## config.mk

```make
export PLATFORM = sky130hd
export DESIGN_NAME = ysyx_24120013_idu_stage
export DESIGN_NICKNAME = d
export VERILOG_FILES = /design/src/rtl/ysyx_24120013_idu_stage.sv
export SDC_FILE = /design/constraint.sdc
export NUM_CORES = 1
export LEC_CHECK = 0
export ABC_CLOCK_PERIOD_IN_PS = 2000
export CORE_ASPECT_RATIO = 2
export CORE_MARGIN = 1
export CORE_UTILIZATION = 39
export DETAILED_ROUTE_END_ITERATION = 10
export HOLD_SLACK_MARGIN = 0.05
export PLACE_DENSITY = 0.8
export SETUP_SLACK_MARGIN = 0.1
export SYNTH_ARGS = -nofsm -noshare
export SYNTH_HDL_FRONTEND = slang
export SYNTH_SLANG_ARGS = --single-unit
```

## constraint.sdc

```tcl
create_clock -name clk -period 2 [get_ports clk]
set_clock_uncertainty 0.15 [all_clocks]
set_input_delay 0.2 -clock clk [delete_from_list [all_inputs] [get_ports clk]]
set_output_delay 0.2 -clock clk [all_outputs]
set_load 0.02 [all_outputs]
```

## src/rtl/ysyx_24120013_idu_stage.sv

```systemverilog
// ysyx_24120013_idu_stage: registered RV32I decode stage between IFU and EXU.
// Define IDU_SKID_BUF_EN to add a one-entry skid register that takes out_ready off the in_ready path.
module ysyx_24120013_idu_stage #(
    parameter int COMMAND_WIDTH = 4,
    parameter int ADDR_WIDTH    = 5,
    parameter int DATA_WIDTH    = 32
) (
    input  logic                     clk,
    input  logic                     rst,
    input  logic                     flush,
    input  logic                     in_valid,
    output logic                     in_ready,
    input  logic [DATA_WIDTH-1:0]    in_pc,
    input  logic [31:0]              inst,
    output logic [ADDR_WIDTH-1:0]    IDU_raddr1,
    output logic [ADDR_WIDTH-1:0]    IDU_raddr2,
    input  logic [DATA_WIDTH-1:0]    rdata1,
    input  logic [DATA_WIDTH-1:0]    rdata2,
    output logic                     out_valid,
    input  logic                     out_ready,
    output logic [DATA_WIDTH-1:0]    IDU_pc,
    output logic [DATA_WIDTH-1:0]    IDU_src1,
    output logic [DATA_WIDTH-1:0]    IDU_src2,
    output logic [ADDR_WIDTH-1:0]    IDU_des,
    output logic [DATA_WIDTH-1:0]    IDU_imm,
    output logic [5:0]               IDU_imm_type,
    output logic [COMMAND_WIDTH-1:0] IDU_command,
    output logic                     IDU_illegal
);

    localparam logic [6:0] OPC_OP_IMM = 7'b0010011;
    localparam logic [6:0] OPC_OP     = 7'b0110011;
    localparam logic [6:0] OPC_LUI    = 7'b0110111;
    localparam logic [6:0] OPC_AUIPC  = 7'b0010111;
    localparam logic [6:0] OPC_JAL    = 7'b1101111;
    localparam logic [6:0] OPC_JALR   = 7'b1100111;
    localparam logic [6:0] OPC_BRANCH = 7'b1100011;
    localparam logic [6:0] OPC_LOAD   = 7'b0000011;
    localparam logic [6:0] OPC_STORE  = 7'b0100011;
    localparam logic [6:0] OPC_SYSTEM = 7'b1110011;

    // One-hot immediate format, bit order {J,U,B,S,I,R}
    localparam logic [5:0] TYPE_R = 6'b000001;
    localparam logic [5:0] TYPE_I = 6'b000010;
    localparam logic [5:0] TYPE_S = 6'b000100;
    localparam logic [5:0] TYPE_B = 6'b001000;
    localparam logic [5:0] TYPE_U = 6'b010000;
    localparam logic [5:0] TYPE_J = 6'b100000;

    typedef struct packed {
        logic [DATA_WIDTH-1:0]    pc;
        logic [DATA_WIDTH-1:0]    src1;
        logic [DATA_WIDTH-1:0]    src2;
        logic [ADDR_WIDTH-1:0]    des;
        logic [DATA_WIDTH-1:0]    imm;
        logic [5:0]               imm_type;
        logic [COMMAND_WIDTH-1:0] command;
        logic                     illegal;
    } bundle_t;

    function automatic logic [COMMAND_WIDTH-1:0] cmd_code(input logic [3:0] c);
        return COMMAND_WIDTH'(c);
    endfunction

    function automatic logic signed [31:0] imm_i(input logic [31:0] i);
        return {{20{i[31]}}, i[31:20]};
    endfunction

    function automatic logic signed [31:0] imm_s(input logic [31:0] i);
        return {{20{i[31]}}, i[31:25], i[11:7]};
    endfunction

    function automatic logic signed [31:0] imm_b(input logic [31:0] i);
        return {{19{i[31]}}, i[31], i[7], i[30:25], i[11:8], 1'b0};
    endfunction

    function automatic logic signed [31:0] imm_u(input logic [31:0] i);
        return {i[31:12], 12'b0};
    endfunction

    function automatic logic signed [31:0] imm_j(input logic [31:0] i);
        return {{11{i[31]}}, i[31], i[19:12], i[20], i[30:21], 1'b0};
    endfunction

    function automatic bundle_t decode(input logic [31:0]           i,
                                       input logic [DATA_WIDTH-1:0] pc,
                                       input logic [DATA_WIDTH-1:0] r1,
                                       input logic [DATA_WIDTH-1:0] r2);
        bundle_t                      b;
        logic signed [31:0]           imm32;
        logic signed [DATA_WIDTH-1:0] imm_ext;
        b       = '0;
        imm32   = '0;
        b.pc    = pc;
        b.src1  = r1;
        b.src2  = r2;
        b.des   = i[7 +: ADDR_WIDTH];
        case (i[6:0])
            OPC_OP_IMM: begin b.command = cmd_code(4'd1);  b.imm_type = TYPE_I; imm32 = imm_i(i); end
            OPC_OP:     begin b.command = cmd_code(4'd2);  b.imm_type = TYPE_R; end
            OPC_LUI:    begin b.command = cmd_code(4'd3);  b.imm_type = TYPE_U; imm32 = imm_u(i); end
            OPC_AUIPC:  begin b.command = cmd_code(4'd4);  b.imm_type = TYPE_U; imm32 = imm_u(i); end
            OPC_JAL:    begin b.command = cmd_code(4'd5);  b.imm_type = TYPE_J; imm32 = imm_j(i); end
            OPC_JALR:   begin b.command = cmd_code(4'd6);  b.imm_type = TYPE_I; imm32 = imm_i(i); end
            OPC_BRANCH: begin b.command = cmd_code(4'd7);  b.imm_type = TYPE_B; imm32 = imm_b(i); end
            OPC_LOAD:   begin b.command = cmd_code(4'd8);  b.imm_type = TYPE_I; imm32 = imm_i(i); end
            OPC_STORE:  begin b.command = cmd_code(4'd9);  b.imm_type = TYPE_S; imm32 = imm_s(i); end
            OPC_SYSTEM: begin b.command = cmd_code(4'd10); b.imm_type = TYPE_I; imm32 = imm_i(i); end
            default:    b.illegal = 1'b1;
        endcase
        // Stores and branches have no destination; the rd field holds immediate bits
        if (b.imm_type == TYPE_S || b.imm_type == TYPE_B) begin
            b.des = '0;
        end
        imm_ext = imm32;
        b.imm   = imm_ext;
        return b;
    endfunction

    bundle_t in_bundle;
    bundle_t out_p1;
    logic    out_vld_p1;
    logic    accept;
    logic    xfer;

    assign IDU_raddr1 = inst[15 +: ADDR_WIDTH];
    assign IDU_raddr2 = inst[20 +: ADDR_WIDTH];
    assign in_bundle  = decode(inst, in_pc, rdata1, rdata2);
    assign accept     = in_valid && in_ready;
    assign xfer       = out_vld_p1 && out_ready;

`ifdef IDU_SKID_BUF_EN
    bundle_t skid_p1;
    logic    skid_vld_p1;

    assign in_ready = !flush && !skid_vld_p1;

    // p0 -> p1: output register, refilled from the skid before taking new input
    always_ff @(posedge clk) begin
        if (rst) begin
            out_vld_p1  <= 1'b0;
            out_p1      <= '0;
            skid_vld_p1 <= 1'b0;
            skid_p1     <= '0;
        end else if (flush) begin
            out_vld_p1  <= 1'b0;
            skid_vld_p1 <= 1'b0;
        end else if (!out_vld_p1 || xfer) begin
            if (skid_vld_p1) begin
                out_p1      <= skid_p1;
                out_vld_p1  <= 1'b1;
                skid_vld_p1 <= 1'b0;
            end else if (accept) begin
                out_p1     <= in_bundle;
                out_vld_p1 <= 1'b1;
            end else begin
                out_vld_p1 <= 1'b0;
            end
        end else if (accept) begin
            skid_p1     <= in_bundle;
            skid_vld_p1 <= 1'b1;
        end
    end
`else
    assign in_ready = !flush && (!out_vld_p1 || out_ready);

    // p0 -> p1: single output register
    always_ff @(posedge clk) begin
        if (rst) begin
            out_vld_p1 <= 1'b0;
            out_p1     <= '0;
        end else if (flush) begin
            out_vld_p1 <= 1'b0;
        end else if (accept) begin
            out_vld_p1 <= 1'b1;
            out_p1     <= in_bundle;
        end else if (xfer) begin
            out_vld_p1 <= 1'b0;
        end
    end
`endif

    assign out_valid    = out_vld_p1;
    assign IDU_pc       = out_p1.pc;
    assign IDU_src1     = out_p1.src1;
    assign IDU_src2     = out_p1.src2;
    assign IDU_des      = out_p1.des;
    assign IDU_imm      = out_p1.imm;
    assign IDU_imm_type = out_p1.imm_type;
    assign IDU_command  = out_p1.command;
    assign IDU_illegal  = out_p1.illegal;

endmodule
```

# == Word-level counts from Yosys, hierarchy flattened ==
# Cells that the tools add are included.
# classes
n_eq_ne,12
mux,6
n_reduce_logical,13
n_bitwise,1
# op_table
op,n
$pmux W32 S5,1
$pmux W10 S10,1
$eq A7 B7 Y1 const B,4
$eq A7 B6 Y1 const B,3
$eq A7 B5 Y1 const B,2
$reduce_or A10 Y1,1
$eq A7 B2 Y1 const B,1
$eq A6 B3 Y1 const B,1
$eq A6 B4 Y1 const B,1
$mux W5,1
$reduce_or A2 Y1,2
$reduce_or A4 Y1,1
$logic_and A1 B1 Y1,3
$mux W1,3
$logic_not A1 Y1,2
$logic_or A1 B1 Y1,2
$reduce_and A2 Y1,1
$reduce_bool A2 Y1,1
$not A1 Y1,1
# totals
ff_bits,145
output_inout_bits,156
word_cells,41

# == Depth between registers and ports, before layout ==
# logic_depth
word_depth,5
depth_mapped,7

# == Worst setup path before layout ==
# No wires, ideal clock.
# synth_timing
path_kind,reg2reg
startpoint,reg out_vld_p1 (netlist: out_valid)
endpoint,reg out_p1 (netlist bit IDU_src1[23])
required_time_ns,1.780
path_slack_ns,0.191
path_stages_with_launch,8
setup_ns,0.070
path_buffers,3
t_arrival_ns,1.588
path_cell_list,dfxtp_1 > nand2b_1 > nand2_1 > clkbuf_1 > buf_2 > buf_1 > nand2_1 > a21oi_1
# synth_between
elab_chain_len,5
# synth_lines
element,line,rtl
"start, declared",122,logic out_vld_p1;
"start signal, assigned",170,out_vld_p1 <= 1'b0;
"start signal, assigned",173,out_vld_p1 <= 1'b0;
"start signal, assigned",175,out_vld_p1 <= 1'b1;
$logic_not A1 Y1,165,assign in_ready = !flush && (!out_vld_p1 || out_ready);
$logic_or A1 B1 Y1,165,
$logic_and A1 B1 Y1,165,
$logic_and A1 B1 Y1,129,assign accept = in_valid && in_ready;
$reduce_and A2 Y1 (no line),n/a,
"end signal, assigned",176,out_p1 <= in_bundle;
"end, declared",121,bundle_t out_p1;
# Every way passes these cells.
# A chain may end at the register's enable or synchronous reset.

# == Worst setup path in the final report ==
# layout_timing
startpoint,reg out_p1 (netlist bit IDU_imm_type[2])
endpoint,out IDU_imm_type[2]
# layout_lines
element,line,rtl
"end, declared",26,"output logic [5:0] IDU_imm_type,"
# No word-level cell between the ends.

==> run metrics <==
CP startpoint=IDU_imm_type[2]$_SDFFE_PP0P_; global routing usage on met2=47.9%; P_leak=3.37 nW; element type at the critical path end=output pin; remaining global-route overflow=0; number of endpoints failing setup at the final stage=0; number of buffers added by the clock tree synthesis step=17; cell area after placement=0.00870 sq mm; vias in the first global route=5607; depth of the CTS H-tree=4; Die Y=169 um; Total Wirelength=18500 um; post-synthesis cell count=689; result of the run=complete, no violations; achievable frequency=561 MHz; Die Area=0.0145 sq mm; clock latency reported for the late side of the worst-skew pair=0.42 ns; starting utilization of the core area=40.3%; Net count, final=1112; reported max-cap violation count=0; Setup Crit Path Kind=flop to output pin; # DRC=0; number of rows created at floorplan=60; Placer Congestion=0.896; via count of the routed design=5879; number of diodes added for antenna fixing=0; most crowded layer after global routing=met2; Synthesized Nets=822; Area Overhead vs Synth=71.5%; minimum period implied by the final worst setup slack=1.78 ns; post-synthesis instance area=0.00545 sq mm; initial antenna violation count=0; Bufs on Longest Clock Path=2; detailed-router iteration count before antenna repair=5; wire length of the first global-routing pass=28200 um; core box area=0.0135 sq mm; largest net degree at the start of global routing=73; met3 track utilization from global routing=5.12%; max incr delay on CP=0.69 ns; width of the chip=85.6 um; Non-Filler Cell Area, Final=0.00934 sq mm; post-layout total power=7.46 mW; master cell of the clock root buffer=sky130_fd_sc_hd__clkbuf_16; fillers=1081; Worst R2R Start=out_valid$_SDFFE_PP0P_; GRT Overall Usage=25.2%; final hold slack=0.175 ns; commonest non-fill, non-tap cell in the layout=sky130_fd_sc_hd__clkdlybuf4s50_1; number of synthesized register bits=145; Iter 0 DRT Violations=174; warning count from the yosys run=0; Largest delay share family, worst path=buffers and inverters; Post-CTS Repair Setup Buffers=0; wire length per cell=16.1 um; clock slew at reported path FFs=0.07 ns; data arrival at the endpoint of the critical path=1.43 ns; I/O pin total=289; cell-by-cell listing of the critical path=clkdlybuf4s50_1; drt via density=5.13; ANT nets after route=0; Hold Crit Start=in_pc[14]; crit path max-delay cell type=sky130_fd_sc_hd__clkdlybuf4s50_1; share of cells above drive strength 1=8.37%; fin crit share=89.2%; transition at the pin with the smallest max-transition slack=0.568 ns; Final Slew Violations=0; RSZ-0062 raised after global routing=no; maximum fanout count along the critical path=2; critical path startpoint category=flop; Syn Area/Cell=7.90 sq um; Worst Path Required=1.65 ns; clock tree from TritonCTS=done; worst max-slew margin expressed relative to the limit=62.0%; proportion of synthesized chip area in sequential cells=53.3%; count of cell types in the netlist=41; number of sinks handled by clock tree synthesis=145; Hold Crit Class=input pin to flop; commonest cells after routing, fill and taps aside=sky130_fd_sc_hd__clkdlybuf4s50_1, sky130_fd_sc_hd__nand2_1, sky130_fd_sc_hd__dfxtp_1; hold violation count in the final report=0; Pwr Density=799 mW/mm^2; post-DP HPWL=13600 um; number of port buffers=288; met1 Use GR=25.0%; Crit path buffers/inverters=1; largest voltage drop on the vdd net=588 uV
[layout make-up]
type | instances | area, sq um | area share [%]
timing repair buffer | 335 | 3350 | 35.8
multi-input combinational | 478 | 2260 | 24.2
clock inverter | 13 | 175 | 1.88
tap | 155 | 194 | 2.08
clock buffer | 19 | 453 | 4.85
sequential | 145 | 2900 | 31.1
inverter | 2 | 7.51 | 0.0804
[through the flow]
step                util, %  worst slack [ns]  setup TNS, ns  instances
finish                 69.1             0.216              0       1147
global route           69.1             0.157              0       1147
CTS                    69.1             0.177              0       1147
detailed placement     64.4            -0.189          -2.62       1114
global placement       64.4            -0.109          -1.04       1114
floorplan                 -             0.191              0        689
[layer usage]
metal  share of wire, %  vias to the layer above
li1                   -                     2887
met1                 35                     2718
met2                 56                      228
met3                5.3                       46
met4                3.8                        0
met5                  0                        -
[path summary, 6_finish.rpt]
kind                               to  slack [ns]  cells past startpoint
max                   IDU_imm_type[2]        0.22                      1
min           IDU_pc[14]$_SDFFE_PP0P_        0.17                      3
max reg2reg  IDU_imm[22]$_SDFFE_PP0P_        0.46                      6
min reg2reg   IDU_des[0]$_SDFFE_PP0P_        0.30                      2
[flip-flops by register name (all words and copies together), names as in the netlist]
signal	flops
IDU_src2	32
IDU_illegal	1
IDU_src1	32
out_valid	1
IDU_imm	32
IDU_imm_type	6
IDU_des	5
IDU_command	4
IDU_pc	32
[power breakdown]
part	leakage (nW)	switching, mW	internal [mW]	total [mW]
Clock	0.295	1.30	2.05	3.35
Sequential	1.18	0.0475	2.99	3.04
Combinational	1.89	0.510	0.566	1.08
Total	3.37	1.86	5.61	7.46
[logic make-up (layout without fill, tap and decap cells)]
family | count (synthesis) | in the layout | share of synthesized area (%)
AO/OA/AOI/OAI | 181 | 181 | 18.8
XOR/XNOR | 2 | 2 | 0.322
flip-flops | 145 | 145 | 53.3
multiplexers | 1 | 1 | 0.207
buffers and inverters | 66 | 369 | 5.38
AND/OR/NAND/NOR | 294 | 294 | 22.0
[synth_stat cells]
library cell / number / area, sq um
sky130_fd_sc_hd__or3_1: 1 / 6.26
sky130_fd_sc_hd__a22oi_1: 19 / 143
sky130_fd_sc_hd__xor2_1: 1 / 8.76
sky130_fd_sc_hd__a31oi_1: 7 / 43.8
sky130_fd_sc_hd__nand3b_1: 2 / 15.0
sky130_fd_sc_hd__o2111ai_1: 1 / 8.76
sky130_fd_sc_hd__nand2_1: 225 / 845
sky130_fd_sc_hd__a211o_1: 2 / 17.5
sky130_fd_sc_hd__nand2b_1: 2 / 12.5
sky130_fd_sc_hd__buf_2: 6 / 30.0
sky130_fd_sc_hd__o21bai_1: 1 / 7.51
sky130_fd_sc_hd__dfxtp_1: 145 / 2900
sky130_fd_sc_hd__a22o_1: 1 / 8.76
sky130_fd_sc_hd__xnor2_1: 1 / 8.76
sky130_fd_sc_hd__a21oi_1: 130 / 651
sky130_fd_sc_hd__nor4_1: 1 / 6.26
sky130_fd_sc_hd__nand3_1: 20 / 100
sky130_fd_sc_hd__and2_1: 1 / 6.26
sky130_fd_sc_hd__a21boi_1: 1 / 7.51
sky130_fd_sc_hd__buf_1: 6 / 22.5
sky130_fd_sc_hd__a21oi_2: 1 / 8.76
sky130_fd_sc_hd__o21ai_0: 2 / 10.0
sky130_fd_sc_hd__inv_1: 2 / 7.51
sky130_fd_sc_hd__o21ai_1: 8 / 40.0
sky130_fd_sc_hd__o311ai_0: 1 / 8.76
sky130_fd_sc_hd__buf_4: 10 / 75.1
sky130_fd_sc_hd__nand4bb_1: 1 / 11.3
sky130_fd_sc_hd__a2111o_1: 1 / 11.3
sky130_fd_sc_hd__o41a_1: 1 / 11.3
sky130_fd_sc_hd__nor2_1: 21 / 78.8
sky130_fd_sc_hd__mux2_2: 1 / 11.3
sky130_fd_sc_hd__nand4_1: 4 / 25.0
sky130_fd_sc_hd__a21o_1: 1 / 7.51
sky130_fd_sc_hd__o32ai_1: 1 / 8.76
sky130_fd_sc_hd__clkbuf_1: 42 / 158
sky130_fd_sc_hd__and4b_1: 1 / 10.0
sky130_fd_sc_hd__o311a_1: 1 / 10.0
sky130_fd_sc_hd__nor2b_1: 5 / 31.3
sky130_fd_sc_hd__nor3_1: 9 / 45.0
sky130_fd_sc_hd__nor3b_1: 1 / 7.51
sky130_fd_sc_hd__a2bb2oi_1: 2 / 17.5
[timing repair]
item,in CTS,in global routing
endpoints found under the hold margin,19,0
endpoints found under the setup margin,1,0
hold buffers,1,0
gates resized for setup,1,0
Note: power is estimated with default switching activity, not from simulation.
==> RTL edit 1 (same flow settings) <==
Change the parameter `ADDR_WIDTH` from 5 to 3.
--- a/src/rtl/ysyx_24120013_idu_stage.sv
+++ b/src/rtl/ysyx_24120013_idu_stage.sv
@@ -2,7 +2,7 @@
 // Define IDU_SKID_BUF_EN to add a one-entry skid register that takes out_ready off the in_ready path.
 module ysyx_24120013_idu_stage #(
     parameter int COMMAND_WIDTH = 4,
-    parameter int ADDR_WIDTH    = 5,
+    parameter int ADDR_WIDTH    = 3,
     parameter int DATA_WIDTH    = 32
 ) (
     input  logic                     clk,
Interface: changed (resized IDU_des, IDU_raddr1 and IDU_raddr2); port bits go from 289 to 283. No check against the original RTL was run, so the function may have changed too.
==> RTL edit 1 against the unedited design <==
- power is 4.0% lower
- highest routed layer unchanged
- global-route usage is 0.13 points lower
- wire length is 1.2% higher
- final area is 0.35% lower
- die area is 1.5% higher
- sequential cell count is 2 lower
- fmax is 1.0% lower
- worst setup slack worse by 0.018 ns
- area after synthesis is 1.5% higher
==> RTL edit 1: results (changes against the unedited design) <==
Placed design
  • RePlAce Congestion: 0.933 (+4.2%)
  • Placed Instances: 1131 (+1.5%)
  • Placed Area: 8710 µm² (about the same)
  • IO Port Bufs: 282 (-2.1%)
  • Hpwl dp: 13600 µm (+0.14%)
  • Place WS: -0.299 ns (-0.110 ns)

Die
  • Full die area: 14700 µm² (+1.5%)

Critical path
  • Worst path max stage delay: 0.67 ns (-0.02 ns)
  • Crit path to: IDU_imm[20]
  • CP top delay family: buffers and inverters
  • Reg2reg end: IDU_src2[18]
  • Worst-path maximum fanout: 3 (+1)
  • Worst EP arrival: 1.45 ns (+0.02 ns)
  • Crit. Startpoint: IDU_imm[20]

Detailed routing
  • Vias post-DR: 5835 (-0.75%)
  • WL final: 18700 µm (+1.2%)
  • Metal-1 WL: 6680 µm (+2.5%)
  • WL met2: 9960 µm (-2.9%)
  • DRT Pass-1 Iters: 8 (+3)
  • Via density: 5.02 (-2.1%)

Synthesis
  • Post-synth top cells: nand2_1, dfxtp_1, a21oi_1, clkbuf_1, a22oi_1
  • Net Count, Synth: 813 (-1.1%)
  • Synth area leaders: dfxtp_1, nand2_1, a21oi_1
  • Cell variety after synth: 48 (+17%)
  • Synth Instances: 680 (-1.3%)

Cells and area
  • Buffer share of cell area: 34.8% (-1.1 points)
  • Final instance area: 9310 µm² (-0.35%)
  • Final clock-cell share: 6.36% (-0.37 points)
  • Inverters: 2 (unchanged)
  • Seq_cells: 143 (-1.4%)
  • # fillers: 1168 (+8.0%)
  • Non-CTS buffers: 324 (-3.3%)
  • Multi-input combinational area share: 25.5% (+1.3 points)
  • Layout cells sized above 1: 9.14% (+0.77 points)
  • Multi-input combinational cell count: 473 (-1.0%)

STA
  • Fmax: 555 MHz (-1.0%)
  • Rel. slew slack: 65.8% (+3.8 points)
  • WHS: 0.0810 ns (-0.0939 ns)

Min path
  • Worst hold start: rst
  • Hold path depth: 2 (-1)

CTS
  • Hold Buf Count CTS: 0 (-1)

Pwr
  • VDD IR-drop max: 0.613 mV (+4.2%)
  • LEAKAGE: 3.32 nW (-1.3%)

Run status
  • Status: completed

Global routing
  • Met3 GRT Util: 5.63% (+0.51 points)
  • GR met2 Demand/Resource: 45.4% (-2.5 points)
RTL edit 1: where the power goes:
| part | switching (mW) | leakage (nW) | internal [mW] | total [mW] |
|---|---|---|---|---|
| clock | 1.23 | 0.280 | 1.91 | 3.14 |
| combinational | 0.491 | 1.88 | 0.539 | 1.03 |
| sequential | 0.0473 | 1.16 | 2.95 | 2.99 |
| total | 1.77 | 3.32 | 5.40 | 7.17 |
RTL edit 1: cells by family (layout without fill, tap and decap cells):
logic type      Yosys count  in the layout  synth area share [%]
simple gates            285            285                  21.1
compound gates          185            185                  20.9
flops                   143            143                  51.8
buf+inv                  64            358                  5.73
xor+xnor                  2              2                 0.317
mux                       1              1                 0.181
RTL edit 1: worst reg2reg max path, cell delays in order, from the launching register on:
cell and delay, ns:
dfxtp_1 0.35, nand2b_1 0.11, nand3_4 0.19, buf_12 0.29
nand2_1 0.19, a21oi_1 0.18
==> RTL edit 2 (same settings) <==
Without the edit above. Add a define of `IDU_SKID_BUF_EN`.
--- a/src/rtl/ysyx_24120013_idu_stage.sv
+++ b/src/rtl/ysyx_24120013_idu_stage.sv
@@ -1,5 +1,7 @@
 // ysyx_24120013_idu_stage: registered RV32I decode stage between IFU and EXU.
 // Define IDU_SKID_BUF_EN to add a one-entry skid register that takes out_ready off the in_ready path.
+`define IDU_SKID_BUF_EN
+
 module ysyx_24120013_idu_stage #(
     parameter int COMMAND_WIDTH = 4,
     parameter int ADDR_WIDTH    = 5,
Check against the original RTL: not equivalent (Yosys sat finds a counterexample within 4 cycles, from zero or initial values and one cycle with rst high).
==> RTL edit 2 against the unedited design <==
- sequential power grew 100%
- clock power increased by 56%
- power up 77%
- area after synthesis increased by 120%
- wire length is 100% higher
- final area grew 83%
- sequential cell count increased by 145
- critical endpoint is now IDU_src1[0]
- critical path type is now reg2reg
- first-iteration DRC count rose to 3.6 times the old value
- non-clock buffer count up 85
- utilization is 13 points lower
- worst setup slack lost 0.14 ns
==> RTL edit 2: results (changes against the unedited design) <==
Synthesis
  • Synth area leaders: dfxtp_1, mux2i_1, a211oi_1
  • Mux contribution to synthesized area: 8.32% (+8.1 points)
  • Avg Inst Size Synth: 8.72 µm² (+10%)
  • Post-synth top cells: dfxtp_1, nand2_1, nor2_1, a211oi_1, a21oi_1
  • Synth Instances: 1379 (+100%)
  • Compound-gate portion of the synthesized area: 20.4% (+1.6 points)

Detailed routing
  • Metal-1 WL: 13700 µm (+110%)
  • WL met3: 1660 µm (+70%)
  • Via density: 5.52 (+7.7%)

Critical path
  • Worst-path maximum fanout: 25 (+23)
  • Worst EP arrival: 2.23 ns (+0.80 ns)
  • Slowest CP cell: dfxtp_1
  • Worst path max stage delay: 0.35 ns (-0.34 ns)

Global routing
  • Largest net degree at the start of global routing: 118 (+62%)
  • First-pass GRT wire length: 58100 µm (+110%)
  • Vias in the first global route: 11.4k (+100%)
  • Global Route Usage Sum: 22.9% (-2.3 points)
  • Met1 Use GR: 24.1% (-0.94 points)
  • GR met2 Demand/Resource: 40.8% (-7.0 points)

Run status
  • Status: completed

CTS
  • Total CTS buffers: 27 (+10)
  • Clock Latency Late Sink: 0.56 ns (+0.14 ns)
  • CTS-repair resized insts: 70 (+69)
  • Hold Buf Count CTS: 20 (+19)
  • H-Tree Depth: 1 (-3)

Pwr
  • VDD IR-drop max: 0.579 mV (-1.6%)
  • Net switching power: 3.42 mW (+85%)

Cells and area
  • Register area: 5810 µm² (+100%)
  • # fillers: 2595 (+140%)
  • Multi-input combinational cell count: 946 (+98%)
  • Final clock-cell share: 5.22% (-1.5 points)
  • Ant diodes: 3 (+3)
  • Final std cells w/o fill: 2077 (+81%)

Placed design
  • RePlAce Congestion: 0.862 (-3.8%)
  • Hpwl dp: 26300 µm (+93%)
-- RTL edit 2: cell count changes after synthesis, sizes merged, moves of 19 or more --
cell    before  now
a311oi       0   22
dfxtp      145  290
buf         22   79
clkbuf      42   62
mux2i        0  100
a211oi       0  126
a22oi       19    0
nor2        21  150
-- RTL edit 2: per-stage QoR --
| step | power (mW) | setup WS (ns) | setup TNS [ns] |
|---|---|---|---|
| detailed placement | 8.10 | -0.219 | -24.43 |
| finish | 13.2 | 0.0807 | 0 |
| global route | 13.7 | 0.0107 | 0 |
| CTS | 13.3 | 0.0682 | 0 |
| floorplan | 7.08 | 0.185 | 0 |
| global placement | 8.06 | -0.152 | -17.46 |
-- RTL edit 2: worst paths after layout --
check                           slack [ns]  cells after the start      endpoint   startpoint
worst min register to register        0.30                      2   skid_p1[70]  skid_p1[70]
worst min-delay path                  0.06                      3  skid_p1[108]   rdata1[28]
worst max register to register        0.08                      8   IDU_src1[0]    out_valid
worst max-delay path                  0.08                      8   IDU_src1[0]    out_valid
